### src/rtl/enc_frame_pkg.sv
// Shared types and helpers for the encoder frame scheduler.
package enc_frame_pkg;

  localparam int unsigned DATA_W = 32;
  localparam int unsigned MAX_CH = 8;
  localparam int unsigned IDX_W  = $clog2(MAX_CH);
  localparam int unsigned POS_W  = DATA_W * MAX_CH;

  localparam logic [7:0] HDR_MAGIC = 8'hA5;

  typedef enum logic [1:0] {
    IDLE,
    HDR,
    TS,
    POS
  } state_t;

  typedef struct packed {
    logic [7:0] magic;
    logic [7:0] id;
    logic [7:0] seq;
    logic [7:0] mask;
  } hdr_t;

  function automatic logic [DATA_W-1:0] build_hdr(input logic [7:0] id,
                                                  input logic [7:0] seq_num,
                                                  input logic [7:0] mask);
    hdr_t h;
    h.magic = HDR_MAGIC;
    h.id    = id;
    h.seq   = seq_num;
    h.mask  = mask;
    return h;
  endfunction

  // Index of the highest enabled channel; marks the word that carries tlast.
  function automatic logic [IDX_W-1:0] hi_idx(input logic [MAX_CH-1:0] mask);
    logic [IDX_W-1:0] r;
    r = '0;
    for (int i = 0; i < int'(MAX_CH); i++) begin
      if (mask[i]) r = IDX_W'(i);
    end
    return r;
  endfunction

endpackage

### src/rtl/enc_next_ch.sv
// Combinational priority finder: lowest enabled channel above cur (or from 0).
module enc_next_ch
  import enc_frame_pkg::*;
(
  input  logic [MAX_CH-1:0] mask,
  input  logic [IDX_W-1:0]  cur,
  input  logic              from_start,
  output logic [IDX_W-1:0]  nxt_c,
  output logic              none_c
);

  // Scan downward so the lowest qualifying index wins.
  always_comb begin
    nxt_c  = '0;
    none_c = 1'b1;
    for (int i = int'(MAX_CH) - 1; i >= 0; i--) begin
      if (mask[i] && (from_start || (IDX_W'(i) > cur))) begin
        nxt_c  = IDX_W'(i);
        none_c = 1'b0;
      end
    end
  end

endmodule

### src/rtl/enc_frame_sched.sv
// Snapshots timestamp and encoder positions on each tick and streams them
// as one AXI4-Stream frame: header, timestamp, enabled positions.
module enc_frame_sched
  import enc_frame_pkg::*;
#(
  parameter logic [7:0]  ID   = 8'h00,
  parameter int unsigned N_CH = 2
) (
  input  logic                     dev_clk,
  input  logic                     dev_rst,
  input  logic                     tick,
  input  logic [DATA_W-1:0]        time_stamp,
  input  logic [DATA_W*N_CH-1:0]   ch_pos,
  input  logic [N_CH-1:0]          ch_en,
  output logic [DATA_W-1:0]        m_axis_tdata,
  output logic                     m_axis_tvalid,
  output logic                     m_axis_tlast,
  input  logic                     m_axis_tready,
  output logic                     busy,
  output logic [15:0]              overrun_cnt,
  output logic [7:0]               seq
);

  state_t              state_q, state_d;
  logic [IDX_W-1:0]    idx_q, idx_d;
  logic [DATA_W-1:0]   tdata_d;
  logic                tvalid_d, tlast_d;
  logic [7:0]          seq_d;
  logic [15:0]         ovr_d;
  logic                accept;
  logic                xfer;

  logic [DATA_W-1:0]   ts_q;
  logic [DATA_W-1:0]   pos_q [MAX_CH];
  logic [MAX_CH-1:0]   en_q;
  logic [IDX_W-1:0]    last_q;
  logic [POS_W-1:0]    pos_full;
  logic [MAX_CH-1:0]   en_full;

  logic [IDX_W-1:0]    nxt_idx;
  logic                nxt_none;

  assign pos_full = POS_W'(ch_pos);
  assign en_full  = MAX_CH'(ch_en);
  assign xfer     = m_axis_tvalid && m_axis_tready;

  enc_next_ch u_next_ch (
    .mask       (en_q),
    .cur        (idx_q),
    .from_start (state_q == TS),
    .nxt_c      (nxt_idx),
    .none_c     (nxt_none)
  );

  // Next-state and next-output logic; everything holds while stalled.
  always_comb begin
    state_d  = state_q;
    idx_d    = idx_q;
    tdata_d  = m_axis_tdata;
    tvalid_d = m_axis_tvalid;
    tlast_d  = m_axis_tlast;
    seq_d    = seq;
    ovr_d    = overrun_cnt;
    accept   = 1'b0;

    if (tick && (state_q != IDLE) && (overrun_cnt != 16'hFFFF)) begin
      ovr_d = overrun_cnt + 16'd1;
    end

    case (state_q)
      IDLE: begin
        if (tick) begin
          accept   = 1'b1;
          state_d  = HDR;
          tvalid_d = 1'b1;
          tlast_d  = 1'b0;
          tdata_d  = build_hdr(ID, seq, 8'(ch_en));
        end
      end
      HDR: begin
        if (xfer) begin
          state_d = TS;
          tdata_d = ts_q;
          tlast_d = (en_q == '0);
        end
      end
      TS, POS: begin
        if (xfer) begin
          if (nxt_none) begin
            state_d  = IDLE;
            tvalid_d = 1'b0;
            tlast_d  = 1'b0;
            seq_d    = seq + 8'd1;
          end else begin
            state_d = POS;
            idx_d   = nxt_idx;
            tdata_d = pos_q[nxt_idx];
            tlast_d = (nxt_idx == last_q);
          end
        end
      end
      default: state_d = IDLE;
    endcase
  end

  always_ff @(posedge dev_clk) begin
    if (dev_rst) begin
      state_q       <= IDLE;
      idx_q         <= '0;
      m_axis_tdata  <= '0;
      m_axis_tvalid <= 1'b0;
      m_axis_tlast  <= 1'b0;
      busy          <= 1'b0;
      overrun_cnt   <= '0;
      seq           <= '0;
    end else begin
      state_q       <= state_d;
      idx_q         <= idx_d;
      m_axis_tdata  <= tdata_d;
      m_axis_tvalid <= tvalid_d;
      m_axis_tlast  <= tlast_d;
      busy          <= (state_d != IDLE);
      overrun_cnt   <= ovr_d;
      seq           <= seq_d;
    end
  end

  // Snapshot registers: frozen for the whole frame once a tick is accepted.
  always_ff @(posedge dev_clk) begin
    if (accept) begin
      ts_q   <= time_stamp;
      en_q   <= en_full;
      last_q <= hi_idx(en_full);
      for (int i = 0; i < int'(MAX_CH); i++) begin
        pos_q[i] <= pos_full[DATA_W*i +: DATA_W];
      end
    end
  end

endmodule

### config.mk
export PLATFORM = sky130hd
export DESIGN_NAME = enc_frame_sched
export DESIGN_NICKNAME = d
export VERILOG_FILES = /design/src/rtl/enc_frame_pkg.sv /design/src/rtl/enc_next_ch.sv /design/src/rtl/enc_frame_sched.sv
export SDC_FILE = /design/constraint.sdc
export NUM_CORES = 1
export LEC_CHECK = 0
export ABC_CLOCK_PERIOD_IN_PS = 28300
export BUFFER_PORTS_ARGS = -buffer_cell sky130_fd_sc_hd__buf_2
export CAP_MARGIN = 40
export CORE_MARGIN = 4
export CORE_UTILIZATION = 57
export DETAILED_ROUTE_END_ITERATION = 6
export GPL_ROUTABILITY_DRIVEN = 0
export PLACE_DENSITY = 0.84
export SYNTH_ARGS = -nofsm -noshare
export SYNTH_HDL_FRONTEND = slang
export SYNTH_SLANG_ARGS = --single-unit
### constraint.sdc
create_clock -name dev_clk -period 28.3 [get_ports dev_clk]
set_input_delay 2.83 -clock dev_clk [delete_from_list [all_inputs] [get_ports dev_clk]]
set_output_delay 2.83 -clock dev_clk [all_outputs]
set_load 0.02 [all_outputs]
; ---- Word-level counts from Yosys, hierarchy flattened
; Memory sizes are Yosys's and may differ from the RTL's.
; Index checks and enable logic that the tools add are counted.
[totals]
ff_bits = 101
mem_bits_rw = 256
in_bits = 102
output_inout_bits = 59
wordCells = 73
mem_count = 1
[memory_table]
columns = memory, depth, word_bits, rd, rd_clocked_by_memory_dff, wr, line_no
row1 = pos_q, 8, 32, 1, 0, 8, enc_frame_sched.sv:34  ; logic [DATA_W-1:0] pos_q [MAX_CH];
[classes]
n_addsub = 2
n_lt_le_gt_ge = 2
eq_ne = 10
muxes = 28
bitwise_logic = 1
n_reduce_logical = 18
[ops]
columns = cell, count
row1 = $mux W32, 4
row2 = $pmux W32 S3, 1
row3 = $add A16 B1 Y16 const B, 1
row4 = $mux W1, 16
row5 = $ne A16 B16 Y1 const B, 1
row6 = $ne A2 B2 Y1 const B, 5
row7 = $reduce_and A3 Y1, 3
row8 = $add A8 B1 Y8 const B, 1
row9 = $logic_not A8 Y1, 1
row10 = $mux W2, 4
row11 = $reduce_and A4 Y1, 2
row12 = $gt A1 B3 Y1 const A, 2
row13 = $pmux W2 S3, 1
row14 = $reduce_bool A2 Y1, 3
row15 = $logic_and A1 B1 Y1, 5
row16 = $eq A2 B2 Y1 const B, 2
row17 = $eq A3 B3 Y1, 1
row18 = $pmux W1 S3, 1
row19 = $eq A2 B1 Y1 const B, 1
row20 = $logic_not A2 Y1, 1
row21 = $logic_or A1 B1 Y1, 2
row22 = $pmux W1 S2, 1
row23 = $reduce_or A2 Y1, 1
row24 = $not A1 Y1, 1

; ---- Longest topological paths before layout
[depth]
ltp_word = 9
ltp_mapped = 7
ltp_nobuf = 5

; ---- Cells and area by module
; Synthesis repeated with hierarchy kept, for this count alone.
[unflattened]
hier_cells = 506
area_unflattened_um2 = 6749.0
[modules_own_cells]
columns = module, n_inst, cells_each, area_each_um2, seq_area_each_um2
row1 = enc_frame_sched, 1, 468, 6508.7, 4224.1
row2 = enc_next_ch, 1, 38, 240.2, 0.0

; ---- Worst setup path before layout
; Ideal clock, no wire load.
[synth_path]
path_type = input-to-reg
start = input port tick
end = register m_axis_tdata[25]
setup_time_ns = 0.095
arrival_ns = 11.789
required_ns = 28.205
slack_ns = 16.415
path_stages = 5
path_buffers = 1
cell_sequence = nor3b_1 -> o21bai_2 -> o21ai_2 -> clkbuf_1 -> a221oi_1
[synth_via]
elab_chain_len = 2
[synth_rtl]
columns = element, line_no
row1 = "start, declared", enc_frame_sched.sv:11  ; input logic tick,
row2 = $ne A2 B2 Y1 (no line), --
row3 = $reduce_and A4 Y1 (no line), --
row4 = "end signal, assigned", enc_frame_sched.sv:119  ; m_axis_tdata <= tdata_d;
row5 = "end, declared", enc_frame_sched.sv:15  ; output logic [DATA_W-1:0] m_axis_tdata,
; Every way passes these cells.
; A chain may end at the register's enable or synchronous reset.

; ---- Worst setup path in the final report
[layout_path]
start = input port tick
end = register m_axis_tdata[22]
; The elaborated chain is that of the path after synthesis.

==> impl_metrics.tcl <==
set metrics [dict create \
    ys_warn_count 0 \
    diodes 0 \
    fin_area_sq_um 8200 \
    power_uw 545 \
    synth_nets 653 \
    core_area_sq_um 11400 \
    slew_viol_final 0 \
    p_sw_uw 129 \
    first_iter_violations 631 \
    worstPathArrival_ns 4.87 \
    grt_pass1_vias 5056 \
    min_period_over_period_pct 16.1 \
    syn_avg_cell_area_sq_um 12.1 \
    start_util_pct 58.4 \
    yosysUniqueCellTypes 50 \
    rr_worst_depth 5 \
    num_rows 39 \
    cts_resized 0 \
    crit_fanout 49 \
    area_delta_synth_final_pct 23.0 \
    ys_seq_elements 160 \
    drc_errors 0 \
    clk_pin_slew_ns 0.06 \
    post_cts_buffers 0 \
    utilization_pct 71.8 \
    clock_latency_ns 0.42 \
    seq_area_frac_synth_pct 62.7 \
    dp_hpwl_mm 10.9 \
    hold_start "m_axis_tdata[9]$_SDFFE_PP0P_" \
    synth_area_sq_um 6670 \
    syn_inst 549 \
    placed_area_sq_um 7640 \
    n_fill_cell 782 \
    top_layer "met4" \
    dieArea_sq_um 13500 \
    cts-root-buf "clkbuf_16" \
    overflow 0 \
    grt_max_degree 75 \
    reg2reg_setup_slack_ns 25.79 \
    num_vias 5153 \
    die_h_um 116 \
    maxCapViolCount 0 \
    h-tree-depth 4 \
    regArea_sq_um 4190 \
    dpl_worst_slack_ns 23.32 \
    hold_ws_ns 0.482 \
    worst_pin_slew_ns 0.967 \
    clkPwrFrac_pct 40.0 \
    critPathMaxStageDelay_ns 0.51 \
    clockBufferDepth 2 \
    multi_input_area_sq_um 2210 \
    hold_depth 2 \
    r2r-end "m_axis_tdata[22]$_SDFFE_PP0P_" \
    swShare_pct 23.6 \
    cts_hold_buffers 0 \
    worstPathCellList "buf_2, nor3b_2, buf_4, o21bai_2, o21ai_2, a221oi_1" \
    drive_gt1_share_pct 32.3 \
    fin_skew_ns 0.00853 \
    dr_wl_met3_mm 1.15 \
    endpoint_kind "flip-flop" \
    outcome "complete, no violations" \
    cp-start-kind "primary input" \
    wl_mm 15.8 \
    groute.usage.overall_pct 24.0 \
    rsz0062_at_grt "no" \
    pwr-share-comb_pct 10.0 \
    grt_pass1_wl_mm 24.9 \
    ir_worst_vdd_mv 0.0494 \
    die_x_um 116 \
    finalNonFillerCells 858 \
    drtPass1Iterations 5 \
    min_to "m_axis_tdata[9]$_SDFFE_PP0P_" \
    final_common_cell "buf_2" \
    ant_nets 0 \
    hold_class "flip-flop to flip-flop" \
    setup_viol 0 \
    synth_edf_count 98 \
    crit_slowest_cell "buf_4" \
    final_nets 806 \
    final_cell_mix "160 x buf_2, 98 x edfxtp_1, 61 x dfxtp_1, 52 x a221oi_1, 49 x nand2_1" \
    hold_viol_final 0 \
    io_pins 161 \
    cts_tree "done" \
    synthFlopType "edfxtp_1" \
    antenna_found_initial 0 \
    port_buffers 160 \
    wirelength_met1_mm 6.22 \
    wl_met2_mm 7.99 \
    p_seq_share_pct 50.0 \
    async_reset_ff_share_pct 0 \
    slew_headroom_pct 35.3 \
    p_per_area_nw_per_um2 66.5 \
    fmax_mhz 219 \
    placed_cells 826 \
    rr_startpoint "state_q[1]$_SDFF_PP0_" \
    required_ns 28.61 \
    min_period_ns 4.56 \
    p_leak_nw 3.09 \
    tns_ns 0 \
    clock_sinks 160 \
    power.internal_uw 416 \
    routed_via_density 6.01 \
    setup_slack_ns 23.74 \
    avgRoutedWirePerCell_um 18.4 \
    worstSetupPathType "primary input to flip-flop" \
    cts_made_buffers 17 \
]
[state kept, by name (all words and copies together) (netlist names)]
| name | count |
|---|---|
| busy | 1 |
| pos_q | 64 |
| overrun_cnt | 16 |
| state_q | 2 |
| m_axis_tdata | 32 |
| m_axis_tlast | 1 |
| ts_q | 32 |
| idx_q | 1 |
| m_axis_tvalid | 1 |
| en_q | 2 |
| seq | 8 |
[power by group through the flow]
stage | clock network, mW | registers (mW) | logic [mW]
final | 0.218 | 0.273 | 0.0542
after floorplan | 0 | 0.283 | 0.0278
after global placement | 0 | 0.278 | 0.0484
after detailed placement | 0 | 0.277 | 0.0540
after global routing | 0.232 | 0.274 | 0.0590
after CTS | 0.221 | 0.273 | 0.0542
[worst max-delay path by stage]
stage | startpoint | endpoint | slack, ns | cells past startpoint
2_1_floorplan | tick | m_axis_tdata[25]$_SDFFE_PP0P_ | 16.42 | 5
3_3_place_gp | tick | m_axis_tdata[11]$_SDFFE_PP0P_ | 23.27 | 6
3_5_place_dp | tick | m_axis_tdata[4]$_SDFFE_PP0P_ | 23.32 | 6
4_1_cts | tick | m_axis_tdata[22]$_SDFFE_PP0P_ | 23.75 | 6
5_1_grt | tick | m_axis_tdata[22]$_SDFFE_PP0P_ | 23.54 | 6
6_report | tick | m_axis_tdata[22]$_SDFFE_PP0P_ | 23.74 | 6
[worst max-delay path, delay by kind of cell]
kind	cells	cell delay [ns]
compound gates	3	1.20
buf+inv	2	0.63
simple gates	1	0.17
[logic make-up (layout without fill, tap and decap cells)]
| family | Yosys count | count (layout) | synth area share [%] |
|---|---|---|---|
| flops | 160 | 160 | 62.7 |
| xor+xnor | 3 | 3 | 0.394 |
| compound gates | 143 | 143 | 16.1 |
| mux | 34 | 34 | 5.52 |
| buf+inv | 73 | 239 | 4.30 |
| fa+ha+maj | 2 | 2 | 0.375 |
| simple gates | 134 | 134 | 10.5 |
[routing by layer]
metal	GRT usage [%]	vias up
met2	39.6	251
li1	-	2415
met1	30.5	2446
met5	0	-
met3	5.44	41
met4	10.4	0
[cell usage after synthesis (all sizes together), types with 8 or more instances]
| cell | number | area share [%] |
|---|---|---|
| nor2 | 14 | 0.79 |
| a221oi | 52 | 6.8 |
| inv | 34 | 1.9 |
| nand2 | 49 | 2.8 |
| clkbuf | 26 | 1.5 |
| o21ai | 11 | 0.88 |
| a21oi | 30 | 2.3 |
| mux2i | 12 | 1.8 |
| o32ai | 14 | 1.8 |
| buf | 11 | 0.81 |
| mux2 | 22 | 3.7 |
| edfxtp | 98 | 44 |
| or3 | 8 | 0.79 |
| and2 | 16 | 1.5 |
| o211ai | 13 | 1.5 |
| dfxtp | 62 | 19 |
[cell type report]
class,count,area share (%)
clock buffers,20,5.45
clock inverters,12,1.42
inverters,36,1.65
multi-input cells,316,26.9
flip-flops and latches,160,51.0
well taps,143,2.18
repair buffers,171,11.4
Power figures use the tool's default switching activity.
